<file path="config.mk">
export PLATFORM = sky130hd
export DESIGN_NAME = jstk_spi_responder_flat
export DESIGN_NICKNAME = d
export VERILOG_FILES = /design/src/rtl/jstk_spi_responder_if.sv /design/src/rtl/jstk_spi_responder.sv /design/src/flat_wrapper.sv
export SDC_FILE = /design/constraint.sdc
export NUM_CORES = 1
export LEC_CHECK = 0
export BUFFER_PORTS_ARGS = -buffer_cell sky130_fd_sc_hd__buf_2
export CORE_ASPECT_RATIO = 0.8
export CORE_MARGIN = 2
export CORE_UTILIZATION = 42
export CTS_CLUSTER_DIAMETER = 100
export DETAILED_ROUTE_END_ITERATION = 16
export PLACE_DENSITY = 0.65
export SETUP_SLACK_MARGIN = 0.2
export SLEW_MARGIN = 15
export SYNTH_ARGS = -nofsm -noshare
export SYNTH_HDL_FRONTEND = slang
export SYNTH_SLANG_ARGS = --single-unit
</file>
<file path="constraint.sdc">
create_clock -name clk -period 2.5 [get_ports clk]
set_clock_uncertainty 0.05 [all_clocks]
set_input_delay 0.125 -clock clk [delete_from_list [all_inputs] [get_ports clk]]
set_output_delay 0.125 -clock clk [all_outputs]
set_load 0.005 [all_outputs]
</file>
<file path="src/rtl/jstk_spi_responder_if.sv">
// SPI link between a joystick initiator (master) and the PmodJSTK responder (slave).
`timescale 1ns/1ps
interface jstk_spi_responder_if;
    logic ss;
    logic sclk;
    logic mosi;
    logic miso;
    logic miso_oe;

    modport master (output ss, sclk, mosi, input miso, miso_oe);
    modport slave  (input ss, sclk, mosi, output miso, miso_oe);
endinterface

</file>
<file path="src/rtl/jstk_spi_responder.sv">
// SPI mode-0 responder emulating a PmodJSTK: returns a snapshot of x/y/buttons, captures the LED command.
// Optional JSTK_RESP_ERRCNT_EN: adds err_cnt output and returns 8'hFF for overrun bytes.
`timescale 1ns/1ps
module jstk_spi_responder #(
    parameter int NBYTES      = 5,
    parameter int SYNC_STAGES = 2
) (
    input  logic                   clk,
    input  logic                   rst_n,
    jstk_spi_responder_if.slave    spi,
    input  logic [9:0]             x_pos,
    input  logic [9:0]             y_pos,
    input  logic [2:0]             btn,
    output logic [1:0]             led,
    output logic                   frame_done,
`ifdef JSTK_RESP_ERRCNT_EN
    output logic                   frame_err,
    output logic [7:0]             err_cnt
`else
    output logic                   frame_err
`endif
);

`ifdef JSTK_RESP_ERRCNT_EN
    localparam logic [7:0] FILL_BYTE = 8'hFF;
`else
    localparam logic [7:0] FILL_BYTE = 8'h00;
`endif

    typedef enum logic [1:0] {S_IDLE, S_ACTIVE, S_OVER} state_t;

    state_t                 r_state, w_state_nx;
    logic [SYNC_STAGES-1:0] r_ss_sync, r_sclk_sync, r_mosi_sync;
    logic                   r_ss_d, r_sclk_d;
    logic [22:0]            r_snap;
    logic [7:0]             r_tx, r_rx;
    logic [3:0]             r_bit_cnt, r_byte_cnt;
    logic                   r_miso, r_miso_oe, r_frame_done, r_frame_err;
    logic [1:0]             r_led;
    logic                   w_ss, w_sclk, w_mosi;
    logic                   w_ss_rise, w_ss_fall, w_sclk_rise, w_sclk_fall;
    logic                   w_shift, w_byte_done, w_pulse_done, w_pulse_err;
    logic [7:0]             w_tx_next;

    // snapshot layout: {x[9:0], y[9:0], btn[2:0]}
    function automatic logic [7:0] frame_byte(input logic [22:0] snap, input logic [3:0] idx);
        case (idx)
            4'd0:    frame_byte = snap[20:13];
            4'd1:    frame_byte = {6'b0, snap[22:21]};
            4'd2:    frame_byte = snap[10:3];
            4'd3:    frame_byte = {6'b0, snap[12:11]};
            4'd4:    frame_byte = {5'b0, snap[2:0]};
            default: frame_byte = 8'h00;
        endcase
    endfunction

    assign w_ss   = r_ss_sync[SYNC_STAGES-1];
    assign w_sclk = r_sclk_sync[SYNC_STAGES-1];
    assign w_mosi = r_mosi_sync[SYNC_STAGES-1];

    // sclk edges only count while ss is low, so a concurrent ss rise always wins
    assign w_ss_rise   = w_ss & ~r_ss_d;
    assign w_ss_fall   = ~w_ss & r_ss_d;
    assign w_sclk_rise = w_sclk & ~r_sclk_d & ~w_ss & (r_state != S_IDLE);
    assign w_sclk_fall = ~w_sclk & r_sclk_d & ~w_ss & (r_state != S_IDLE);
    assign w_byte_done = w_sclk_fall & (r_bit_cnt == 4'd8);
    assign w_shift     = w_sclk_fall & (r_bit_cnt != 4'd0) & (r_bit_cnt != 4'd8);

    always_ff @(posedge clk or negedge rst_n) begin
        if (!rst_n) r_state <= S_IDLE;
        else        r_state <= w_state_nx;
    end

    always_comb begin
        w_state_nx = r_state;
        if (w_ss_rise) begin
            w_state_nx = S_IDLE;
        end else begin
            case (r_state)
                S_IDLE:   if (w_ss_fall) w_state_nx = S_ACTIVE;
                S_ACTIVE: if (w_byte_done && r_byte_cnt == 4'(NBYTES-1)) w_state_nx = S_OVER;
                default:  w_state_nx = r_state;
            endcase
        end
    end

    always_comb begin
        w_pulse_done = w_ss_rise & (r_bit_cnt == 4'd0) & (r_byte_cnt == 4'(NBYTES));
        w_pulse_err  = w_ss_rise & ~w_pulse_done;
        w_tx_next    = FILL_BYTE;
        if (r_state == S_ACTIVE && r_byte_cnt < 4'(NBYTES-1))
            w_tx_next = frame_byte(r_snap, r_byte_cnt + 4'd1);
    end

    always_ff @(posedge clk or negedge rst_n) begin
        if (!rst_n) begin
            r_ss_sync    <= '1;
            r_sclk_sync  <= '0;
            r_mosi_sync  <= '0;
            r_ss_d       <= 1'b1;
            r_sclk_d     <= 1'b0;
            r_snap       <= '0;
            r_tx         <= '0;
            r_rx         <= '0;
            r_bit_cnt    <= '0;
            r_byte_cnt   <= '0;
            r_miso       <= 1'b0;
            r_miso_oe    <= 1'b0;
            r_led        <= 2'b00;
            r_frame_done <= 1'b0;
            r_frame_err  <= 1'b0;
        end else begin
            r_ss_sync    <= {r_ss_sync[SYNC_STAGES-2:0], spi.ss};
            r_sclk_sync  <= {r_sclk_sync[SYNC_STAGES-2:0], spi.sclk};
            r_mosi_sync  <= {r_mosi_sync[SYNC_STAGES-2:0], spi.mosi};
            r_ss_d       <= w_ss;
            r_sclk_d     <= w_sclk;
            r_frame_done <= w_pulse_done;
            r_frame_err  <= w_pulse_err;
            if (w_ss_rise) begin
                r_miso    <= 1'b0;
                r_miso_oe <= 1'b0;
            end else if (w_ss_fall) begin
                r_snap     <= {x_pos, y_pos, btn};
                r_tx       <= x_pos[7:0];
                r_miso     <= x_pos[7];
                r_miso_oe  <= 1'b1;
                r_bit_cnt  <= '0;
                r_byte_cnt <= '0;
            end else begin
                if (w_sclk_rise) begin
                    r_rx      <= {r_rx[6:0], w_mosi};
                    r_bit_cnt <= r_bit_cnt + 4'd1;
                end
                if (w_shift) begin
                    r_tx   <= {r_tx[6:0], 1'b0};
                    r_miso <= r_tx[6];
                end
                if (w_byte_done) begin
                    r_bit_cnt  <= '0;
                    r_byte_cnt <= (r_byte_cnt == 4'd15) ? 4'd15 : r_byte_cnt + 4'd1;
                    r_tx       <= w_tx_next;
                    r_miso     <= w_tx_next[7];
                    if (r_byte_cnt == 4'd0 && r_rx[7]) r_led <= r_rx[1:0];
                end
            end
        end
    end

`ifdef JSTK_RESP_ERRCNT_EN
    logic [7:0] r_err_cnt;
    always_ff @(posedge clk or negedge rst_n) begin
        if (!rst_n)                            r_err_cnt <= '0;
        else if (w_pulse_err && r_err_cnt != 8'hFF) r_err_cnt <= r_err_cnt + 8'd1;
    end
    assign err_cnt = r_err_cnt;
`endif

    assign spi.miso    = r_miso;
    assign spi.miso_oe = r_miso_oe;
    assign led         = r_led;
    assign frame_done  = r_frame_done;
    assign frame_err   = r_frame_err;

endmodule
</file>
<file path="src/flat_wrapper.sv">
// flat-port wrapper written by rule: the top's interface ports become plain ports
module jstk_spi_responder_flat 
#(
    parameter int NBYTES      = 5,
    parameter int SYNC_STAGES = 2
)
  (clk, rst_n, x_pos, y_pos, btn, led, frame_done, frame_err, spi_ss, spi_sclk, spi_mosi, spi_miso, spi_miso_oe);
  jstk_spi_responder_if spi_i ();
  input  logic clk;
  input  logic rst_n;
  input  logic [9:0] x_pos;
  input  logic [9:0] y_pos;
  input  logic [2:0] btn;
  output logic [1:0] led;
  output logic frame_done;
  output logic frame_err;
  input wire logic [$bits(spi_i.ss)-1:0] spi_ss;
  input wire logic [$bits(spi_i.sclk)-1:0] spi_sclk;
  input wire logic [$bits(spi_i.mosi)-1:0] spi_mosi;
  output wire logic [$bits(spi_i.miso)-1:0] spi_miso;
  output wire logic [$bits(spi_i.miso_oe)-1:0] spi_miso_oe;
  assign spi_i.ss = spi_ss;
  assign spi_i.sclk = spi_sclk;
  assign spi_i.mosi = spi_mosi;
  assign spi_miso = spi_i.miso;
  assign spi_miso_oe = spi_i.miso_oe;
  jstk_spi_responder #(.NBYTES(NBYTES), .SYNC_STAGES(SYNC_STAGES)) u_core (.clk(clk), .rst_n(rst_n), .spi(spi_i), .x_pos(x_pos), .y_pos(y_pos), .btn(btn), .led(led), .frame_done(frame_done), .frame_err(frame_err));
endmodule
</file>
==> results of run 1 <==
per-layer routing:
metal,routed length [µm],up-vias,global-route usage (%)
met2,2860,56,25.9
met4,89,0,6.44
met5,0,-,0
met1,3260,1122,24.9
li1,-,1138,-
met3,306,11,5.78
how the worst max path moves through the flow:
| stage | start | endpoint | depth (start not counted) |
|---|---|---|---|
| after floorplan | u_core.r_byte_cnt[0] | u_core.r_tx[3] | 6 |
| after global placement | u_core.r_byte_cnt[0] | u_core.r_tx[6] | 6 |
| after detailed placement | u_core.r_byte_cnt[0] | u_core.r_tx[6] | 6 |
| after CTS | u_core.r_byte_cnt[0] | u_core.r_tx[6] | 6 |
| after global routing | u_core.r_byte_cnt[2] | u_core.r_tx[6] | 6 |
| final | u_core.r_byte_cnt[0] | u_core.r_tx[6] | 6 |
repair_timing:
item	CTS	global route
hold buffers	27	0
resized for setup	0	1
buffers inserted	0	0
endpoints found under the hold margin	85	0
setup endpoints to repair	0	4
cells in the final DEF, fill, tap and decap left out, types with 4 or more instances in the layout:
cell type      count
dfrtp_1           59
buf_2             33
mux2_2            32
dlygate4sd3_1     27
nor2_1            16
a21oi_1           15
o21ai_0           15
inv_1             14
buf_4             13
nand2_1           11
a31oi_1           10
a22oi_1            9
ha_1               9
clkbuf_8           9
nand3_1            6
or3_1              4
worst reg2reg max path, delay by kind of cell, from the launching register on:
family	cells	cell delay [ns]
AO/OA/AOI/OAI	2	0.24
flip-flops	1	0.38
AND/OR/NAND/NOR	3	1.20
adder cells (fa/ha/maj)	1	0.23
through the flow:
stage / std cells / hold slack (ns) / power [µW]
2_1_floorplan: 268 / -0.221 / 1330
3_3_place_gp: 389 / 0.183 / 1410
3_5_place_dp: 389 / 0.185 / 1420
4_1_cts: 432 / 0.303 / 2580
5_1_grt: 432 / 0.306 / 2660
6_report: 432 / 0.300 / 2550
power groups by stage:
| stage | combinational (µW) | clock, µW | sequential, µW |
|---|---|---|---|
| floorplan | 158 | 0 | 1170 |
| global route | 297 | 1180 | 1180 |
| CTS | 271 | 1140 | 1170 |
| detailed placement | 238 | 0 | 1190 |
| finish | 268 | 1110 | 1170 |
| global placement | 233 | 0 | 1180 |
final cells by class:
class                   count  area (µm²)  area share [%]
multi-input cells         180        1360            35.2
well taps                  87         109            2.82
flip-flops and latches     62        1560            40.3
clock inverters             7         128            3.31
repair buffers             73         533            13.8
clock buffers               9         124            3.21
inverters                  14        52.6            1.36
flip-flops by register name (all words and copies together) (netlist names):
name and flops:
u_core.frame_done 1, u_core.r_mosi_sync 2, u_core.led 2, u_core.r_byte_cnt 4, u_core.r_ss_d 1, u_core.r_sclk_sync 2, u_core.r_snap 23, u_core.spi.miso 1
u_core.frame_err 1, u_core.r_tx 7, u_core.r_ss_sync 2, u_core.r_state 2, u_core.r_rx 8, u_core.spi.miso_oe 1, u_core.r_bit_cnt 4, u_core.r_sclk_d 1
cells by family (layout without fill, tap and decap cells):
logic type / after synthesis / count (layout)
multiplexers: 33 / 33
AO/OA/AOI/OAI: 71 / 71
buffers and inverters: 26 / 103
adder cells (fa/ha/maj): 9 / 9
AND/OR/NAND/NOR: 67 / 67
flip-flops: 62 / 62
==> impl_metrics.tcl, run 1 <==
set metrics [dict create \
    antenna_left 0 \
    ys_ff_latch 62 \
    firstDrtPassIters 4 \
    synth-xor-area-share_pct 0 \
    min_from "u_core.r_sclk_sync[0]" \
    ys_seq_area_share_pct 51.3 \
    nNetsFinal 377 \
    cp-start-kind "register" \
    irDropWorstVdd_uv 455 \
    worstPathArrival_ns 2.40 \
    switching_share_pct 24.2 \
    cpMaxStageDelayCell "or4b_4" \
    drtIter0Drc 125 \
    grt_first_pass_wirelength_um 10900 \
    synthCells 268 \
    critPathMaxFanout 5 \
    synth_compound_area_share_pct 15.9 \
    synth_adder_area_share_pct 3.71 \
    drive_gt1_share_pct 31.3 \
    r2r_slack_ns 0.33 \
    power_leakage_uw 0.00175 \
    grt_max_degree 63 \
    route.detailed.drc 0 \
    cts_tree "built" \
    synth_cell_type_count 51 \
    routedWlPerCell_um 15.1 \
    p_int_uw 1930 \
    yosys_warnings 0 \
    clkPwrFrac_pct 43.7 \
    critPathKind "reg -> reg" \
    dp_slack_ns 0.255 \
    hold_depth 0 \
    gr-total-overflow 0 \
    synth_ff_type "dfrtp_1" \
    fin_crit_ns 2.17 \
    io_pins 34 \
    start_util_pct 43.8 \
    crit_buf_inv 0 \
    status "complete, no violations" \
    required_ns 2.73 \
    post-route-util_pct 55.8 \
    hold_path.class "reg -> reg" \
    numCtsBuffers 9 \
    power_switching_uw 618 \
    syn-num-nets 305 \
    maxSlewViolCount 0 \
    avgViaCountPerCell 5.39 \
    r2r_start "u_core.r_byte_cnt[0]" \
    rows 27 \
    io_buffers 33 \
    period_share_pct 86.7 \
    hold_violations 0 \
    syn_area_um2 3030 \
    slew_headroom_pct 47.9 \
    fin_area_um2 3860 \
    crit_path_cell_trace "ha_1 > nor3_2 > a41oi_4 > or4b_4 > or3_1 > a31oi_1" \
    hold_path_end "u_core.r_sclk_sync[1]" \
    fin_ws_ns 0.333 \
    rsz0062_at_grt "no" \
    synth_top_area_cell "dfrtp_1" \
    rr_worst_depth 6 \
    drt_wl_total_um 6510 \
    maxCapViolCount 0 \
    fmax_ghz 0.461 \
    clk_pin_slew_ns 0.07 \
    tns_ns 0 \
    synth_top_family_by_area "compound AO/OA/AOI/OAI gates" \
    ys_top_cells_by_count "dfrtp_1 (59), mux2_2 (32), nor2_1 (16)" \
    die_h_um 80.0 \
    gp_congestion 0.829 \
    die_w_um 99.0 \
    coreArea_um2 6930 \
    die_area_um2 7920 \
    syn_to_final_growth_pct 27.3 \
    antenna-diode-count 0 \
    synth.most_common_cell "dfrtp_1" \
    netlist.area_leader.share_pct 48.7 \
    grt_pass1_vias 2286 \
    antenna_found_initial 0 \
    seqPwrFrac_pct 45.8 \
    comb_power_share_pct 10.5 \
    synth_mux_area_share_pct 12.2 \
    postPlaceCellArea_um2 3330 \
    clockBufferDepth 2 \
    max_stage_delay_ns 0.58 \
    dp_hpwl_um 4310 \
    fill_cells 617 \
    syn_area_per_cell_um2 11.3 \
    grtUsageTotal_pct 17.8 \
    async_reset_ff_share_pct 100 \
    path_delay_family "simple AND/OR/NAND/NOR gates" \
    yosys.area_share.simple_pct 12.8 \
    worst_slew_pin_slew_ns 0.781 \
    insertion_delay_ns 0.36 \
    worstSetupEndpointType "register" \
    synth_edf_count 0 \
    vias 2327 \
    cts_root_buf "clkbuf_8" \
    finalSetupViolCount 0 \
    clock_sinks 62 \
    powerDensity_nw_per_um2 660 \
    htreeDepth 3 \
    rr_endpoint "u_core.r_tx[6]" \
    synth_area_leaders "dfrtp_1 (49%), mux2_2 (12%), ha_1 (3.7%), dfstp_2 (2.6%), a21oi_1 (2.5%)" \
]
Note: power is estimated with default switching activity, not from simulation.
==> run 2: changes to the inputs <==
--- a/config.mk
+++ b/config.mk
@@ -5,13 +5,14 @@
 export SDC_FILE = /design/constraint.sdc
 export NUM_CORES = 1
 export LEC_CHECK = 0
+export ABC_AREA = 1
 export BUFFER_PORTS_ARGS = -buffer_cell sky130_fd_sc_hd__buf_2
 export CORE_ASPECT_RATIO = 0.8
 export CORE_MARGIN = 2
 export CORE_UTILIZATION = 42
 export CTS_CLUSTER_DIAMETER = 100
 export DETAILED_ROUTE_END_ITERATION = 16
-export PLACE_DENSITY = 0.65
+export PLACE_DENSITY = 0.66
 export SETUP_SLACK_MARGIN = 0.2
 export SLEW_MARGIN = 15
 export SYNTH_ARGS = -nofsm -noshare
==> impl_metrics.tcl, run 2 <==
set metrics [dict create \
    largest_register_ffs 23 \
    routedWlPerCell_um 13.2 \
    coreArea_um2 6930 \
    seqCellArea_um2 1560 \
    synth_top_family_by_area "simple AND/OR/NAND/NOR gates" \
    clk_pin_slew_ns 0.08 \
    top_regs "u_core.r_snap: 23 flops, u_core.r_rx: 8 flops, u_core.r_tx: 7 flops" \
    irDropWorstVdd_uv 479 \
    crit_path_cell_trace "ha_1 > xnor2_2 > nand3_2 > inv_2 > nand2_1 > nand2_1 > nand3_1 > a21oi_1" \
    drt_wl_total_um 6620 \
    dp_cells 459 \
    async_reset_ff_share_pct 100 \
    dp_hpwl_um 4520 \
    rsz0062_at_grt "no" \
    synth_top_area_cell "dfrtp_1" \
    drive_gt1_share_pct 19.5 \
    cp-start-kind "register" \
    route.detailed.drc 0 \
    avgViaCountPerCell 4.88 \
    yosys_warnings 0 \
    slew_headroom_pct 59.0 \
    required_ns 2.71 \
    multiInputGateArea_um2 1260 \
    tns_ns 0 \
    synth_ff_type "dfrtp_1" \
    antenna_left 0 \
    die_w_um 98.7 \
    vias 2451 \
    syn_area_per_cell_um2 8.70 \
    cts_root_buf "clkbuf_8" \
    fin_ws_ns 0.421 \
    hold_violations 0 \
    io_buffers 33 \
    antenna_found_initial 0 \
    maxSlewViolCount 0 \
    ys_top_cells_by_count "nand2_1 (116), dfrtp_1 (59), inv_1 (23)" \
    hold_buffers 27 \
    cp_common_cell "nand2_1" \
    grt_first_pass_wirelength_um 11500 \
    powerDensity_nw_per_um2 886 \
    critPathMaxFanout 13 \
    drtIter0Drc 125 \
    htreeDepth 3 \
    ys_ff_latch 62 \
    firstDrtPassIters 4 \
    grt_max_degree 29 \
    worst_slew_pin_slew_ns 0.613 \
    fill_cells 630 \
    maxCapViolCount 0 \
    die_h_um 79.7 \
    synth_compound_area_share_pct 7.77 \
    status "complete, no violations" \
    dp_slack_ns 0.489 \
    post-route-util_pct 54.3 \
    synthCells 346 \
    clock_sinks 62 \
    worstPathArrival_ns 2.29 \
    antenna-diode-count 0 \
    numCtsBuffers 9 \
    synth_area_leaders "dfrtp_1 (49%), nand2_1 (14%), ha_1 (3.7%), nand4_1 (3.1%), a21oi_1 (3.0%)" \
    yosys.area_share.simple_pct 27.6 \
    hold_path.class "in -> async" \
    power_leakage_uw 0.00190 \
    max_stage_delay_ns 0.53 \
    r2r_start "u_core.r_byte_cnt[0]" \
    r2r_slack_ns 0.42 \
    fin_crit_ns 2.08 \
    ys_seq_area_share_pct 51.7 \
    largest-register "u_core.r_snap" \
    rr_endpoint "u_core.r_tx[6]" \
    final_cell_mix "nand2_1 (116), dfrtp_1 (59), buf_2 (33)" \
    synth.most_common_cell "nand2_1" \
    gp_congestion 0.860 \
    syn-num-nets 383 \
    synth_cell_type_count 33 \
    start_util_pct 43.5 \
    worstSetupEndpointType "register" \
    rows 27 \
    post_cts_buffers 0 \
    fmax_ghz 0.481 \
    insertion_delay_ns 0.35 \
    grtUsageTotal_pct 18.7 \
    synth_adder_area_share_pct 3.74 \
    nNetsFinal 447 \
    cpMaxStageDelayCell "xnor2_2" \
    gr-total-overflow 0 \
    synth-xor-area-share_pct 1.41 \
    die_area_um2 7870 \
    clockBufferDepth 2 \
    layout_commonest_cell "nand2_1" \
    fin_worst_hold_slack_ns 0.203 \
    rr_worst_depth 8 \
    synth_mux_area_share_pct 1.41 \
    period_share_pct 83.2 \
    finalSetupViolCount 0 \
    syn_to_final_growth_pct 24.8 \
    cts_resized 0 \
    fin_cells 502 \
    cts_tree "built" \
    netlist.area_leader.share_pct 49.0 \
    critPathKind "reg -> reg" \
    syn_area_um2 3010 \
    io_pins 34 \
    synth_edf_count 0 \
    grt_pass1_vias 2406 \
]
[run 2: through the flow]
step | area (µm²) | power (µW)
after floorplan | 3010 | 2020
after global placement | 3240 | 2180
after detailed placement | 3240 | 2210
after CTS | 3760 | 3340
after global routing | 3760 | 3540
final | 3760 | 3330
[run 2: per-layer routing]
layer / share of wire [%] / routed length, µm / vias up / global-route usage (%)
met4: 1.4 / 92 / 0 / 5.75
li1: - / - / 1252 / -
met2: 46 / 3060 / 49 / 28.4
met1: 49 / 3230 / 1142 / 26.3
met3: 3.4 / 226 / 8 / 4.99
met5: 0 / 0 / - / 0
[run 2: worst max-delay path by stage]
stage	end	slack, ns	cells past startpoint	start
final	u_core.r_tx[6]	0.42	8	u_core.r_byte_cnt[0]
after global routing	u_core.r_tx[6]	0.20	8	u_core.r_byte_cnt[0]
after CTS	u_core.r_tx[6]	0.41	8	u_core.r_byte_cnt[0]
after detailed placement	u_core.r_tx[3]	0.49	8	u_core.r_byte_cnt[0]
after global placement	u_core.r_tx[3]	0.59	8	u_core.r_byte_cnt[0]
after floorplan	u_core.r_snap[0]	0.84	7	u_core.r_ss_sync[1]
[run 2: kinds of logic after synthesis]
| kind of cell | Yosys count |
|---|---|
| AO/OA/AOI/OAI | 42 |
| AND/OR/NAND/NOR | 184 |
| multiplexers | 4 |
| XOR/XNOR | 4 |
| adder cells (fa/ha/maj) | 9 |
| buffers and inverters | 41 |
| flip-flops | 62 |
[run 2: layout make-up]
type                            count  area share (%)
Clock buffer                       11            3.76
Clock inverter                      5            2.83
Inverter                           29            2.93
Multi-Input combinational cell    243            33.6
Sequential cell                    62            41.4
Tap cell                           87            2.90
Timing Repair Buffer               65            12.6
[run 2: critical path, delay by kind of cell (launching register included)]
family                   cells  cell delay [ns]
XOR/XNOR                     1             0.53
flip-flops                   1             0.46
AND/OR/NAND/NOR              4             0.36
adder cells (fa/ha/maj)      1             0.30
AO/OA/AOI/OAI                1             0.17
buffers and inverters        1             0.12
[run 2: report_power, final]
group / internal (µW) / switching (µW) / leakage, µW
logic: 319 / 510 / 0.00103
clock network: 691 / 410 / 0.000120
registers: 1230 / 170 / 0.000756
==> run 3: changes to the inputs <==
--- a/config.mk
+++ b/config.mk
@@ -5,14 +5,14 @@
 export SDC_FILE = /design/constraint.sdc
 export NUM_CORES = 1
 export LEC_CHECK = 0
-export ABC_AREA = 1
+export ABC_AREA = 0
 export BUFFER_PORTS_ARGS = -buffer_cell sky130_fd_sc_hd__buf_2
 export CORE_ASPECT_RATIO = 0.8
 export CORE_MARGIN = 2
 export CORE_UTILIZATION = 42
 export CTS_CLUSTER_DIAMETER = 100
 export DETAILED_ROUTE_END_ITERATION = 16
-export PLACE_DENSITY = 0.66
+export PLACE_DENSITY = 0.65
 export SETUP_SLACK_MARGIN = 0.2
 export SLEW_MARGIN = 15
 export SYNTH_ARGS = -nofsm -noshare
==> constraint.sdc (replaced) <==
create_clock -name clk -period 1.97 [get_ports clk]
set_clock_uncertainty 0.05 [all_clocks]
set_input_delay 0.0985 -clock clk [delete_from_list [all_inputs] [get_ports clk]]
set_output_delay 0.0985 -clock clk [all_outputs]
set_load 0.005 [all_outputs]
==> impl_metrics.tcl, run 3 (synthesis results as in run 1) <==
set metrics [dict create \
    status "complete, but fails checks" \
    violations "negative setup slack" \
    cts_tree "built" \
    maxSlewViolCount 0 \
    power_leakage_uw 0.00199 \
    comb_power_share_pct 13.4 \
    grtUsageTotal_pct 19.0 \
    fin_ws_ns -0.0625 \
    layout_commonest_cell "dfrtp_1" \
    slew_headroom_pct 77.3 \
    drtIter0Drc 87 \
    seqPwrFrac_pct 48.8 \
    fin_cells 474 \
    rows 27 \
    die_area_um2 7920 \
    clockBufferDepth 2 \
    fin_crit_ns 2.03 \
    startpoint "u_core.r_bit_cnt[1]" \
    route.detailed.drc 0 \
    worstPathArrival_ns 2.25 \
    die_w_um 99.0 \
    grt_first_pass_wirelength_um 11800 \
    largest-register "u_core.r_snap" \
    routedWlPerCell_um 15.4 \
    drive_gt1_share_pct 47.3 \
    maxCapViolCount 0 \
    switching_share_pct 26.6 \
    coreArea_um2 6930 \
    vias 2522 \
    gr-total-overflow 0 \
    antenna_left 0 \
    rsz0062_at_grt "yes" \
    firstDrtPassIters 4 \
    gp_congestion 0.817 \
    p_int_uw 2230 \
    clock_sinks 62 \
    avgViaCountPerCell 5.32 \
    top_regs "u_core.r_snap: 23 flops, u_core.r_rx: 8 flops, u_core.r_tx: 7 flops" \
    grt.busiest_layer "met2" \
    critPathKind "reg -> reg" \
    use_met2_pct 30.5 \
    antenna-diode-count 0 \
    io_pins 34 \
    clk_pin_slew_ns 0.08 \
    final_cell_mix "dfrtp_1 (55), buf_4 (37), buf_2 (33)" \
    critPathMaxFanout 5 \
    worstSetupEndpointType "register" \
    dp_hpwl_um 4650 \
    r2r_slack_ns -0.06 \
    power_switching_uw 808 \
    fill_cells 542 \
    irDropWorstVdd_uv 385 \
    io_buffers 33 \
    htreeDepth 3 \
    hold_path.class "in -> async" \
    grt_max_degree 63 \
    cp-start-kind "register" \
    r2r_start "u_core.r_bit_cnt[1]" \
    dp_cells 414 \
    rr_worst_depth 7 \
    start_util_pct 43.8 \
    numCtsBuffers 9 \
    required_ns 2.19 \
    clkPwrFrac_pct 37.8 \
    drt_wl_total_um 7300 \
    syn_to_final_growth_pct 46.0 \
    cts_root_buf "clkbuf_8" \
    dp_slack_ns -0.0774 \
    fmax_ghz 0.492 \
    worst_slew_pin_slew_ns 0.340 \
    grt_pass1_vias 2466 \
    period_share_pct 103 \
    largest_register_ffs 23 \
    critPathCapture "u_core.r_tx[3]" \
    antenna_found_initial 0 \
    powerDensity_nw_per_um2 687 \
    met1_usage_pct 25.1 \
    power.total_uw 3040 \
    rr_endpoint "u_core.r_tx[3]" \
    insertion_delay_ns 0.35 \
    nNetsFinal 419 \
    hold_violations 0 \
    finalSetupViolCount 3 \
    grt_util_met3_pct 5.60 \
    die_h_um 80.0 \
]
-- run 3: worst min path at each step --
stage | start | slack (ns) | to | depth (start not counted)
finish | rst_n | 0.24 | u_core.r_bit_cnt[2] | 3
global placement | rst_n | 0.09 | u_core.frame_err | 2
CTS | rst_n | 0.26 | u_core.r_rx[5] | 3
global route | rst_n | 0.25 | u_core.r_byte_cnt[2] | 3
floorplan | rst_n | -0.25 | u_core.frame_done | 0
detailed placement | rst_n | 0.09 | u_core.frame_err | 2
-- run 3: stage by stage --
step / utilization, % / hold slack, ns / area [µm²] / setup TNS, ns
floorplan: - / -0.247 / 3060 / -0.0384
global placement: 51.4 / 0.0872 / 3560 / -0.0372
detailed placement: 51.4 / 0.0859 / 3560 / -0.218
CTS: 61.2 / 0.255 / 4240 / -0.0455
global route: 63.9 / 0.248 / 4430 / -0.369
finish: 63.9 / 0.243 / 4430 / -0.0701
-- run 3: power groups by stage --
stage	Combinational, µW	Clock, µW	Sequential (µW)
3_3_place_gp	315	0	1500
4_1_cts	397	1180	1480
3_5_place_dp	322	0	1500
2_1_floorplan	201	0	1480
6_report	407	1150	1480
5_1_grt	446	1260	1500
-- run 3: area by class of cell --
class	count	area [µm²]	share of cell area, %
multi-input combinational	180	1570	35.4
clock buffer	9	124	2.80
tap	87	109	2.46
timing repair buffer	115	933	21.1
inverter	14	52.6	1.19
sequential	62	1560	35.2
clock inverter	7	80.1	1.81
-- run 3: layer usage --
metal	share of wire [%]	wire (µm)	up-vias
met4	0.71	52	0
met3	5.3	390	8
li1	-	-	1214
met5	0	0	-
met1	48	3480	1231
met2	46	3380	69
-- run 3: critical path: stages (launching register included) --
cell and delay, ns:
dfrtp_1 0.40, inv_2 0.10, ha_4 0.15, nand2b_4 0.06, nor3_4 0.14, or4b_4 0.53, or3_4 0.34, a31oi_1 0.16
-- run 3: what timing repair did --
| item | in CTS | in global routing |
|---|---|---|
| buffers inserted | 12 | 5 |
| endpoints found under the setup margin | 13 | 14 |
| resized for setup | 29 | 30 |
| hold buffers | 27 | 0 |
| pin swaps | 15 | 10 |
| endpoints found under the hold margin | 88 | 0 |
